--- src/rtl/instruction_ram_loader_pkg.sv ---
// instruction_ram_loader_pkg
// Shared constants and types for the instruction RAM and its boot-time loader.
//   INSTR_WIDTH      : width of one instruction word
//   INSTR_ADDR_WIDTH : instruction RAM address width (also the fetch address width)
//   INSTR_DEPTH      : number of words in the instruction RAM
//   loader_state_t   : loader FSM states
package instruction_ram_loader_pkg;

    localparam int INSTR_WIDTH      = 32;
    localparam int INSTR_ADDR_WIDTH = 10;
    localparam int INSTR_DEPTH      = 125;

    typedef enum logic [2:0] {
        IDLE,
        CNT_HI,
        CNT_LO,
        DATA,
        CHECK,
        DONE,
        ERROR
    } loader_state_t;

endpackage

--- src/rtl/instruction_ram_loader_if.sv ---
// instruction_ram_loader_if
// Bundles the incoming byte stream and the instruction RAM write port.
//   byteIn/byteValid/byteReady : valid/ready byte stream into the loader
//   wrEnable/wrAddress/wrData  : single-cycle RAM write strobe with address and data
// Modports:
//   master : the stream source / RAM side (drives bytes, observes writes)
//   slave  : the loader (accepts bytes, issues writes)
interface instruction_ram_loader_if
    import instruction_ram_loader_pkg::*;
#(
    parameter int ADDR_WIDTH = INSTR_ADDR_WIDTH
) ();

    logic [7:0]             byteIn;
    logic                   byteValid;
    logic                   byteReady;
    logic                   wrEnable;
    logic [ADDR_WIDTH-1:0]  wrAddress;
    logic [INSTR_WIDTH-1:0] wrData;

    modport master (
        output byteIn, byteValid,
        input  byteReady, wrEnable, wrAddress, wrData
    );

    modport slave (
        input  byteIn, byteValid,
        output byteReady, wrEnable, wrAddress, wrData
    );

endinterface

--- src/rtl/instruction_ram_loader_byte_word_packer.sv ---
// byte_word_packer
// Shifts four bytes (first byte most significant) into a 32-bit word.
//   clock, resetN  : clock and asynchronous active-low reset
//   clear          : restart packing at byte index 0
//   byte_en        : byte_in is consumed this cycle
//   byte_in        : stream byte
//   word           : the assembled word, valid when word_complete is 1
//   word_complete  : the byte consumed this cycle is the 4th of a word
module byte_word_packer
    import instruction_ram_loader_pkg::*;
(
    input  logic                   clock,
    input  logic                   resetN,
    input  logic                   clear,
    input  logic                   byte_en,
    input  logic [7:0]             byte_in,
    output logic [INSTR_WIDTH-1:0] word,
    output logic                   word_complete
);

    logic [1:0]             index;
    logic [INSTR_WIDTH-9:0] shift;

    // Holds the first three bytes of the word; the fourth comes straight
    // from byte_in so the word is available in the cycle it completes.
    always_ff @(posedge clock or negedge resetN) begin
        if (!resetN) begin
            index <= 2'd0;
            shift <= '0;
        end else if (clear) begin
            index <= 2'd0;
            shift <= '0;
        end else if (byte_en) begin
            index <= index + 2'd1;
            shift <= {shift[INSTR_WIDTH-17:0], byte_in};
        end
    end

    assign word_complete = byte_en && (index == 2'd3);
    assign word          = {shift, byte_in};

endmodule

--- src/rtl/instruction_ram_loader.sv ---
// instruction_ram_loader
// Boot-time writer for the instruction RAM. Receives a 16-bit big-endian word
// count, then big-endian 32-bit words, writes them to addresses 0..count-1 and
// holds the CPU in stall until the image is complete.
//   clock, resetN : clock and asynchronous active-low reset
//   start         : pulse that begins a load (ignored while loading)
//   bus           : byte stream in, instruction RAM write port out (slave side)
//   cpuHold       : CPU stall request, released only when the load is done
//   done          : image loaded successfully (sticky until next start)
//   error         : load aborted (sticky until next start)
// Build option LOADER_CHECKSUM_EN: a trailing byte must equal the modulo-256
// sum of all data bytes, otherwise the load ends in ERROR.
module instruction_ram_loader
    import instruction_ram_loader_pkg::*;
#(
    parameter int ADDR_WIDTH = INSTR_ADDR_WIDTH,
    parameter int DEPTH      = INSTR_DEPTH
) (
    input  logic                     clock,
    input  logic                     resetN,
    input  logic                     start,
    instruction_ram_loader_if.slave  bus,
    output logic                     cpuHold,
    output logic                     done,
    output logic                     error
);

    loader_state_t          state;
    loader_state_t          state_next;
    logic [15:0]            count;
    logic [15:0]            count_full;
    logic [15:0]            word_cnt;
    logic [ADDR_WIDTH-1:0]  wr_address;
    logic [INSTR_WIDTH-1:0] wr_data;
    logic                   wr_enable;
    logic                   byte_ready;
    logic                   accept;
    logic                   load_start;
    logic                   data_byte;
    logic                   is_last;
    logic [INSTR_WIDTH-1:0] word;
    logic                   word_complete;
`ifdef LOADER_CHECKSUM_EN
    logic [7:0]             sum;
`else
    logic                   last_write;
`endif

    // Ready depends on state alone, so the stream is never throttled mid-image.
    assign byte_ready = (state == CNT_HI) || (state == CNT_LO) ||
                        (state == DATA)   || (state == CHECK);
    assign accept     = bus.byteValid && byte_ready;
    assign load_start = start && ((state == IDLE) || (state == DONE) || (state == ERROR));
    assign data_byte  = accept && (state == DATA);
    assign count_full = {count[15:8], bus.byteIn};
    assign is_last    = (word_cnt == count - 16'd1);

    byte_word_packer u_packer (
        .clock         (clock),
        .resetN        (resetN),
        .clear         (load_start),
        .byte_en       (data_byte),
        .byte_in       (bus.byteIn),
        .word          (word),
        .word_complete (word_complete)
    );

    always_ff @(posedge clock or negedge resetN) begin
        if (!resetN) begin
            state <= IDLE;
        end else begin
            state <= state_next;
        end
    end

    // Without the checksum the last write pulse itself moves DATA to DONE,
    // which places done one cycle after that pulse. With the checksum the
    // 4th byte of the last word moves straight to CHECK so an immediately
    // following checksum byte lands in CHECK, not DATA.
    always_comb begin
        state_next = state;
        cpuHold    = 1'b1;
        done       = 1'b0;
        error      = 1'b0;
        case (state)
            IDLE: begin
                if (start) state_next = CNT_HI;
            end
            CNT_HI: begin
                if (accept) state_next = CNT_LO;
            end
            CNT_LO: begin
                if (accept) begin
                    if ((count_full == 16'd0) || (count_full > 16'(DEPTH))) state_next = ERROR;
                    else                                                    state_next = DATA;
                end
            end
            DATA: begin
`ifdef LOADER_CHECKSUM_EN
                if (word_complete && is_last) state_next = CHECK;
`else
                if (last_write) state_next = DONE;
`endif
            end
`ifdef LOADER_CHECKSUM_EN
            CHECK: begin
                if (accept) state_next = (bus.byteIn == sum) ? DONE : ERROR;
            end
`endif
            DONE: begin
                done    = 1'b1;
                cpuHold = 1'b0;
                if (start) state_next = CNT_HI;
            end
            ERROR: begin
                error = 1'b1;
                if (start) state_next = CNT_HI;
            end
            default: state_next = IDLE;
        endcase
    end

    // Count capture, word counter, RAM write port and checksum. The write
    // address comes from the word counter, so it equals the word's index and
    // holds after the pulse until the next write.
    always_ff @(posedge clock or negedge resetN) begin
        if (!resetN) begin
            count      <= 16'd0;
            word_cnt   <= 16'd0;
            wr_address <= '0;
            wr_data    <= '0;
            wr_enable  <= 1'b0;
`ifdef LOADER_CHECKSUM_EN
            sum        <= 8'd0;
`else
            last_write <= 1'b0;
`endif
        end else begin
            wr_enable  <= 1'b0;
`ifndef LOADER_CHECKSUM_EN
            last_write <= 1'b0;
`endif
            if (load_start) begin
                count      <= 16'd0;
                word_cnt   <= 16'd0;
                wr_address <= '0;
`ifdef LOADER_CHECKSUM_EN
                sum        <= 8'd0;
`endif
            end else begin
                if (accept && (state == CNT_HI)) count[15:8] <= bus.byteIn;
                if (accept && (state == CNT_LO)) count[7:0]  <= bus.byteIn;
`ifdef LOADER_CHECKSUM_EN
                if (data_byte) sum <= sum + bus.byteIn;
`endif
                if (word_complete) begin
                    wr_enable  <= 1'b1;
                    wr_data    <= word;
                    wr_address <= word_cnt[ADDR_WIDTH-1:0];
                    word_cnt   <= word_cnt + 16'd1;
`ifndef LOADER_CHECKSUM_EN
                    last_write <= is_last;
`endif
                end
            end
        end
    end

    assign bus.byteReady = byte_ready;
    assign bus.wrEnable  = wr_enable;
    assign bus.wrAddress = wr_address;
    assign bus.wrData    = wr_data;

endmodule

--- src/flat_wrapper.sv ---
// flat-port wrapper written by rule: the top's interface ports become plain ports
module instruction_ram_loader_flat import instruction_ram_loader_pkg::*;
#(
    parameter int ADDR_WIDTH = INSTR_ADDR_WIDTH,
    parameter int DEPTH      = INSTR_DEPTH
)
  (clock, resetN, start, cpuHold, done, error, bus_byteIn, bus_byteValid, bus_byteReady, bus_wrEnable, bus_wrAddress, bus_wrData);
  instruction_ram_loader_if #(.ADDR_WIDTH(ADDR_WIDTH)) bus_i ();
  input  logic clock;
  input  logic resetN;
  input  logic start;
  output logic cpuHold;
  output logic done;
  output logic error;
  input wire logic [$bits(bus_i.byteIn)-1:0] bus_byteIn;
  input wire logic [$bits(bus_i.byteValid)-1:0] bus_byteValid;
  output wire logic [$bits(bus_i.byteReady)-1:0] bus_byteReady;
  output wire logic [$bits(bus_i.wrEnable)-1:0] bus_wrEnable;
  output wire logic [$bits(bus_i.wrAddress)-1:0] bus_wrAddress;
  output wire logic [$bits(bus_i.wrData)-1:0] bus_wrData;
  assign bus_i.byteIn = bus_byteIn;
  assign bus_i.byteValid = bus_byteValid;
  assign bus_byteReady = bus_i.byteReady;
  assign bus_wrEnable = bus_i.wrEnable;
  assign bus_wrAddress = bus_i.wrAddress;
  assign bus_wrData = bus_i.wrData;
  instruction_ram_loader #(.ADDR_WIDTH(ADDR_WIDTH), .DEPTH(DEPTH)) u_core (.clock(clock), .resetN(resetN), .start(start), .bus(bus_i), .cpuHold(cpuHold), .done(done), .error(error));
endmodule
--- config.mk ---
export PLATFORM = sky130hd
export DESIGN_NAME = instruction_ram_loader_flat
export DESIGN_NICKNAME = d
export VERILOG_FILES = /design/src/rtl/instruction_ram_loader_pkg.sv /design/src/rtl/instruction_ram_loader_if.sv /design/src/rtl/instruction_ram_loader_byte_word_packer.sv /design/src/rtl/instruction_ram_loader.sv /design/src/flat_wrapper.sv
export SDC_FILE = /design/constraint.sdc
export NUM_CORES = 1
export LEC_CHECK = 0
export CAP_MARGIN = 30
export CORE_AREA = 3 3 95 97
export DETAILED_ROUTE_END_ITERATION = 7
export DIE_AREA = 0 0 98 100
export PLACE_DENSITY = 0.87
export REMOVE_ABC_BUFFERS = 1
export SLEW_MARGIN = 5
export SYNTH_ARGS = -nofsm -noshare
export SYNTH_HDL_FRONTEND = slang
export SYNTH_SLANG_ARGS = --single-unit
--- constraint.sdc ---
create_clock -name clock -period 4.5 [get_ports clock]
set_input_delay 0.675 -clock clock [delete_from_list [all_inputs] [get_ports clock]]
set_output_delay 0.675 -clock clock [all_outputs]
set_load 0.05 [all_outputs]
==> results of run 1 <==
layout by cell type, fill, tap and decap left out, types with 3 or more instances in the layout:
cell / instances
o21ai_0: 21
nor2_1: 27
or3_1: 4
nand2_1: 221
xor2_1: 13
inv_1: 7
dfrtp_1: 105
and3_1: 7
nor3_1: 10
buf_4: 6
nor4_1: 3
nand3_1: 12
mux2i_1: 3
nor2b_1: 3
a21oi_1: 47
clkbuf_8: 9
nand4_1: 6
clkdlybuf4s50_1: 57
nand3b_1: 3
ha_1: 3
xnor2_1: 19
worst max path at each step:
stage | from | depth (start not counted) | endpoint | slack (ns)
3_3_place_gp | bus_byteValid | 8 | u_core.last_write | 1.54
6_report | u_core.state[0] | 4 | done | 1.56
2_1_floorplan | bus_byteValid | 6 | u_core.word_cnt[10] | 0.64
4_1_cts | u_core.state[0] | 4 | done | 1.57
5_1_grt | u_core.state[0] | 4 | done | 1.42
3_5_place_dp | bus_byteValid | 8 | u_core.last_write | 1.46
state kept, by name, summed over array words and instances, names as in the netlist:
signal,cells
u_core.state,3
u_core.bus.wrEnable,1
u_core.bus.wrData,32
u_core.u_packer.index,2
u_core.count,16
u_core.u_packer.shift,24
u_core.bus.wrAddress,10
u_core.last_write,1
u_core.word_cnt,16
final cells by class:
type | instances | share of cell area (%)
flip-flops and latches | 105 | 45.43
multi-input cells | 432 | 37.31
repair buffers | 65 | 11.33
well taps | 105 | 2.271
clock buffers | 9 | 2.141
clock inverters | 7 | 1.060
inverters | 7 | 0.4543
where the power goes:
part / switching [mW] / internal (mW)
combinational: 0.750 / 0.486
clock: 0.345 / 0.212
sequential: 0.219 / 1.12
total: 1.31 / 1.82
layer usage:
layer  part of all wire, %  wire [µm]  GRT usage, %
met1                    44       4914         30.81
met2                    50       5561         39.16
met3                   4.3        473         3.058
met4                   1.3        140         7.881
met5                     0          0             0
cells by family (layout without fill, tap and decap cells):
kind of cell / Yosys count / count (layout)
flops: 105 / 105
simple gates: 312 / 312
mux: 3 / 3
buf+inv: 41 / 88
compound gates: 82 / 82
xor+xnor: 32 / 32
fa+ha+maj: 3 / 3
worst register-to-register path: cells and delay by family, from the launching register on:
family | cells | cell delay [ns]
flops | 1 | 0.60
buf+inv | 1 | 0.31
simple gates | 4 | 1.04
compound gates | 2 | 0.43
stage by stage:
step                      total power [mW]  instances  cell area, µm²  util (%)  setup WS, ns
final                                3.134        730            5784     70.40         1.563
after global routing                 3.326        730            5784     70.40         1.419
after CTS                            3.112        728            5744     69.91         1.567
after detailed placement             2.557        712            5559     67.66         1.461
after global placement               2.499        712            5559     67.66         1.535
after floorplan                      2.198        544            4811         -        0.6378
cell usage after synthesis, types with 2 or more instances:
master and count:
nand3b_1 3, xnor2_1 19, buf_2 2, nor4_1 3
nand4_1 6, or3_1 4, nor2_1 27, nand3_1 12
nor3_1 10, nand2_1 221, a21oi_1 47, ha_1 3
nor2b_1 3, and3_1 7, o31ai_1 2, xor2_1 13
buf_1 5, a211o_1 2, inv_1 7, clkbuf_1 26
or4_1 2, or2_2 2, o21ai_0 21, dfrtp_1 105
mux2i_1 3
==> impl_metrics.toml, run 1 <==
[routing]
finalWirelength_mm = 11.09
ant_nets = 0
drt_iter0_drc = 295
detail_route.first_pass.iterations = 5
wire_per_inst_um = 15.19
remaining_drc_errors = 0
routed_via_density = 5.630
vias = 4110

[synthesis]
synth-simple-area-share_pct = 27.37
synth_compound_area_share_pct = 9.241
ys_warn_count = 0
yosys.area.top_type = "dfrtp_1"
syn_inst = 578
yosysUniqueCellTypes = 48
synth-edff-count = 0
synth_xor_area_share_pct = 5.671
netlist.area_leader.share_pct = 53.16
synthAdderAreaFrac_pct = 0.7595
netlist_area_um2 = 4942
ys.flop_type = "dfrtp_1"
ys_ff_latch = 105
synth_top_family_by_area = "simple AND/OR/NAND/NOR gates"
synthTopCellsByArea = "dfrtp_1 53%, nand2_1 17%, a21oi_1 4.8%, xnor2_1 3.4%, xor2_1 2.3%"
seq_area_frac_synth_pct = 53.16
avgSynthCellArea_um2 = 8.551
synthMuxAreaShare_pct = 0.6076
postSynth.asyncResetShare_pct = 100.0

[cts]
cts-root-buf = "clkbuf_8"
cts-resized-gates = 0
numCtsBuffers = 9
cts_num_sinks = 105
clkTransAtPathRegs_ns = 0.11
clock_latency_ns = 0.37
tritoncts = "done"
cts.path.max_buffers = 2
hold_buffers = 0
htreeDepth = 3
post-cts-setup-buffers = 0

[outcome]
outcome = "complete, no violations"

[layout]
antennaDiodeCount = 0
drive_gt1_share_pct = 5.440
layout.area.seq_um2 = 2628
multi_input_area_um2 = 2158
synthToLayoutAreaGrowth_pct = 17.04
final_nets = 635
filler_cell_count = 629

[sta]
finalHoldWorstSlack_ns = 0.2095
slew-limit-headroom_pct = 32.74
final_max_slew_viol_count = 0
hold_viol = 0
clock_skew_ns = 0.01450
finalSetupTns_ns = 0
tightest_slew_ns = 1.006
post-route-period-util_pct = 65.26
setup_violations = 0
rsz0062_at_grt = "no"
period_minus_slack_ns = 2.937
max_freq_mhz = 340.5

[global_route]
antenna_found_initial = 0
grt_pass1_vias = 3936
track_usage_pct = 23.05
grt_pass1_wl_mm = 18.55
grt.overflow.total = 0
grt_max_degree = 78

[setup_path]
crit_type = "reg2out"
path_max_fanout = 14
r2r-start = "u_core.state[0]"
slowest_stage = "clkdlybuf4s50_1"
slowest_delay_ns = 0.79
r2r.worst_path.cells = 7
r2r_slack_ns = 2.04
required_ns = 3.83
cp_data_arrival_time_ns = 2.26
cp_cell_sequence = "nor2b_1, nand2_1, inv_1, clkdlybuf4s50_1"
crit_path_start_kind = "flop"
critical_path.top_delay_family = "buffers and inverters"
end_kind = "output port"
r2r_end = "u_core.last_write"
crit_buf_inv = 2

[die]
rows = 33
core_area_um2 = 8217
io-pin-count = 59
die_area_um2 = 9800
start_util_pct = 60.15
die_w_um = 98
die_h_um = 100

[run]
cap_violations = 0

[pwr]
p_leak_nw = 2.667
power_density_nw_per_um2 = 541.7
peakVddDrop_v = 0.0006072

[placed_design]
place_congestion = 0.9169
dp_hpwl_mm = 7.421
portBuffers = 58

[hold_path]
hp-class = "in2async"
(Power assumes the default switching activity.)
==> run 2, diff against run 1 <==
--- a/config.mk
+++ b/config.mk
@@ -6,10 +6,10 @@
 export NUM_CORES = 1
 export LEC_CHECK = 0
 export CAP_MARGIN = 30
-export CORE_AREA = 3 3 95 97
+export CORE_AREA = 3 3 98 100
 export DETAILED_ROUTE_END_ITERATION = 7
-export DIE_AREA = 0 0 98 100
-export PLACE_DENSITY = 0.87
+export DIE_AREA = 0 0 101 103
+export PLACE_DENSITY = 0.82
 export REMOVE_ABC_BUFFERS = 1
 export SLEW_MARGIN = 5
 export SYNTH_ARGS = -nofsm -noshare
==> constraint.sdc (replaced) <==
create_clock -name clock -period 2.8 [get_ports clock]
set_input_delay 0.42 -clock clock [delete_from_list [all_inputs] [get_ports clock]]
set_output_delay 0.42 -clock clock [all_outputs]
set_load 0.05 [all_outputs]
==> run 2 against run 1 <==
Against the previous run:
- hold slack worse by 0.18 ns
- global-route usage is 0.57 points lower
- combinational power is 60% higher
- largest power group unchanged
==> impl_metrics.toml, run 2 (synthesis results as in run 1) <==
[pwr]
p_int_mw = 2.926
power_density_nw_per_um2 = 867.0
comb_power_share_pct = 39.6
swShare_pct = 41.88
peakVddDrop_v = 0.0007569
seq_power_share_pct = 43.0
p_leak_nw = 2.678
p_total_mw = 5.035
netSwitchingPower_mw = 2.109
clockPowerShare_pct = 17.4

[global_route]
grt_pass1_wl_mm = 18.74
track_usage_pct = 22.48
grt_pass1_vias = 4067
antenna_found_initial = 0
grt_max_degree = 51
grt.overflow.total = 0

[placed_design]
dp_hpwl_mm = 7.718
place_congestion = 0.8375
portBuffers = 58
placed_area_um2 = 5620

[sta]
period_minus_slack_ns = 2.591
max_freq_mhz = 385.9
clock_skew_ns = 0.01371
tightest_slew_ns = 0.5551
rsz0062_at_grt = "no"
setup_violations = 0
hold_viol = 0
slew-limit-headroom_pct = 62.99
final_max_slew_viol_count = 0
post-route-period-util_pct = 92.54

[layout]
finalInstanceArea_um2 = 5808
final_cell_mix = "221 x nand2_1, 104 x dfrtp_1, 57 x clkdlybuf4s50_1, 47 x a21oi_1, 27 x nor2_1"
final_nets = 639
final_common_cell = "nand2_1"
drive_gt1_share_pct = 6.041
synthToLayoutAreaGrowth_pct = 17.52
antennaDiodeCount = 0
largest_reg_flops = 32
finalCoreUtilization_pct = 66.28

[routing]
drt_iter0_drc = 225
finalWirelength_mm = 11.13
ant_nets = 0
wire_per_inst_um = 15.10
vias = 4083
remaining_drc_errors = 0
routed_via_density = 5.540
detail_route.first_pass.iterations = 4

[cts]
htreeDepth = 3
post-cts-setup-buffers = 0
cts_num_sinks = 105
clkTransAtPathRegs_ns = 0.11
hold_buffers = 0
cts.path.max_buffers = 2
clock_latency_ns = 0.37
tritoncts = "done"
cts-resized-gates = 0
numCtsBuffers = 9
cts-root-buf = "clkbuf_8"

[die]
start_util_pct = 56.40
io-pin-count = 59
die_area_um2 = 10400
die_w_um = 101
core_area_um2 = 8763
rows = 34
die_h_um = 103

[setup_path]
crit_path_start_kind = "flop"
path_max_fanout = 14
crit_type = "reg2out"
r2r-start = "u_core.count[0]"
end_kind = "output port"
r2r_slack_ns = 0.48
required_ns = 2.38
r2r.worst_path.cells = 7
r2r_end = "u_core.last_write"
cp_data_arrival_time_ns = 2.17

[run]
cap_violations = 0

[outcome]
outcome = "complete, no violations"

[hold_path]
hp-class = "in2async"
-- run 2: cell types whose count changed in the layout (fill, tap and decap cells not counted), sizes merged --
cell | before | now
buf | 8 | 12
inv | 10 | 9
clkbuf | 9 | 10
-- run 2: power groups by stage --
stage               registers [mW]  logic (mW)  clock network (mW)
global placement              2.17        1.93                   0
CTS                           2.16        1.99               0.895
detailed placement            2.18        1.97                   0
floorplan                     2.25        1.29                   0
finish                        2.16        1.99               0.878
global route                  2.22        2.21               0.960
-- run 2: worst max-delay path by stage --
stage / start / end / cells past startpoint
after detailed placement: bus_byteValid / u_core.last_write / 7
after floorplan: u_core.state[2] / u_core.word_cnt[10] / 6
after CTS: u_core.state[0] / done / 4
after global placement: bus_byteValid / u_core.last_write / 7
after global routing: u_core.state[0] / done / 4
final: u_core.state[0] / done / 4
-- run 2: area by class of cell --
| type | count | area, µm² |
|---|---|---|
| clock buffers | 10 | 127.6 |
| clock inverters | 6 | 58.81 |
| fillers | 726 | 2955 |
| inverters | 7 | 26.28 |
| multi-input cells | 432 | 2158 |
| flip-flops and latches | 105 | 2629 |
| well taps | 108 | 135.1 |
| repair buffers | 69 | 673.1 |
-- run 2: metal layers --
layer	vias to the layer above	track usage (%)	wire, µm
li1	1978	-	-
met1	1974	29.88	5061
met2	109	37.06	5324
met3	22	4.060	546
met4	0	8.487	198
met5	-	0	0
-- run 2: critical path, stage by stage, from the launching register on --
cell             delay, ns
dfrtp_2               0.52
nor2b_1               0.28
nand2_1               0.14
inv_1                 0.08
clkdlybuf4s50_1       0.79
-- run 2: per-stage QoR --
step / TNS [ns] / setup WS, ns / std cells / hold WS (ns)
floorplan: -26.69 / -0.9704 / 544 / 0.1244
global placement: 0 / 0.2795 / 721 / 0.4367
detailed placement: 0 / 0.2187 / 721 / 0.4485
CTS: 0 / 0.08592 / 737 / 0.03695
global route: 0 / 0.1183 / 737 / 0.05174
finish: 0 / 0.2090 / 737 / 0.02942
==> run 3, diff against run 2 <==
--- a/config.mk
+++ b/config.mk
@@ -7,6 +7,7 @@
 export LEC_CHECK = 0
 export CAP_MARGIN = 30
 export CORE_AREA = 3 3 98 100
+export CTS_CLUSTER_DIAMETER = 150
 export DETAILED_ROUTE_END_ITERATION = 7
 export DIE_AREA = 0 0 101 103
 export PLACE_DENSITY = 0.82
==> results of run 3 <==
No change in the layout: final DEF, timing and power equal those of run 2.
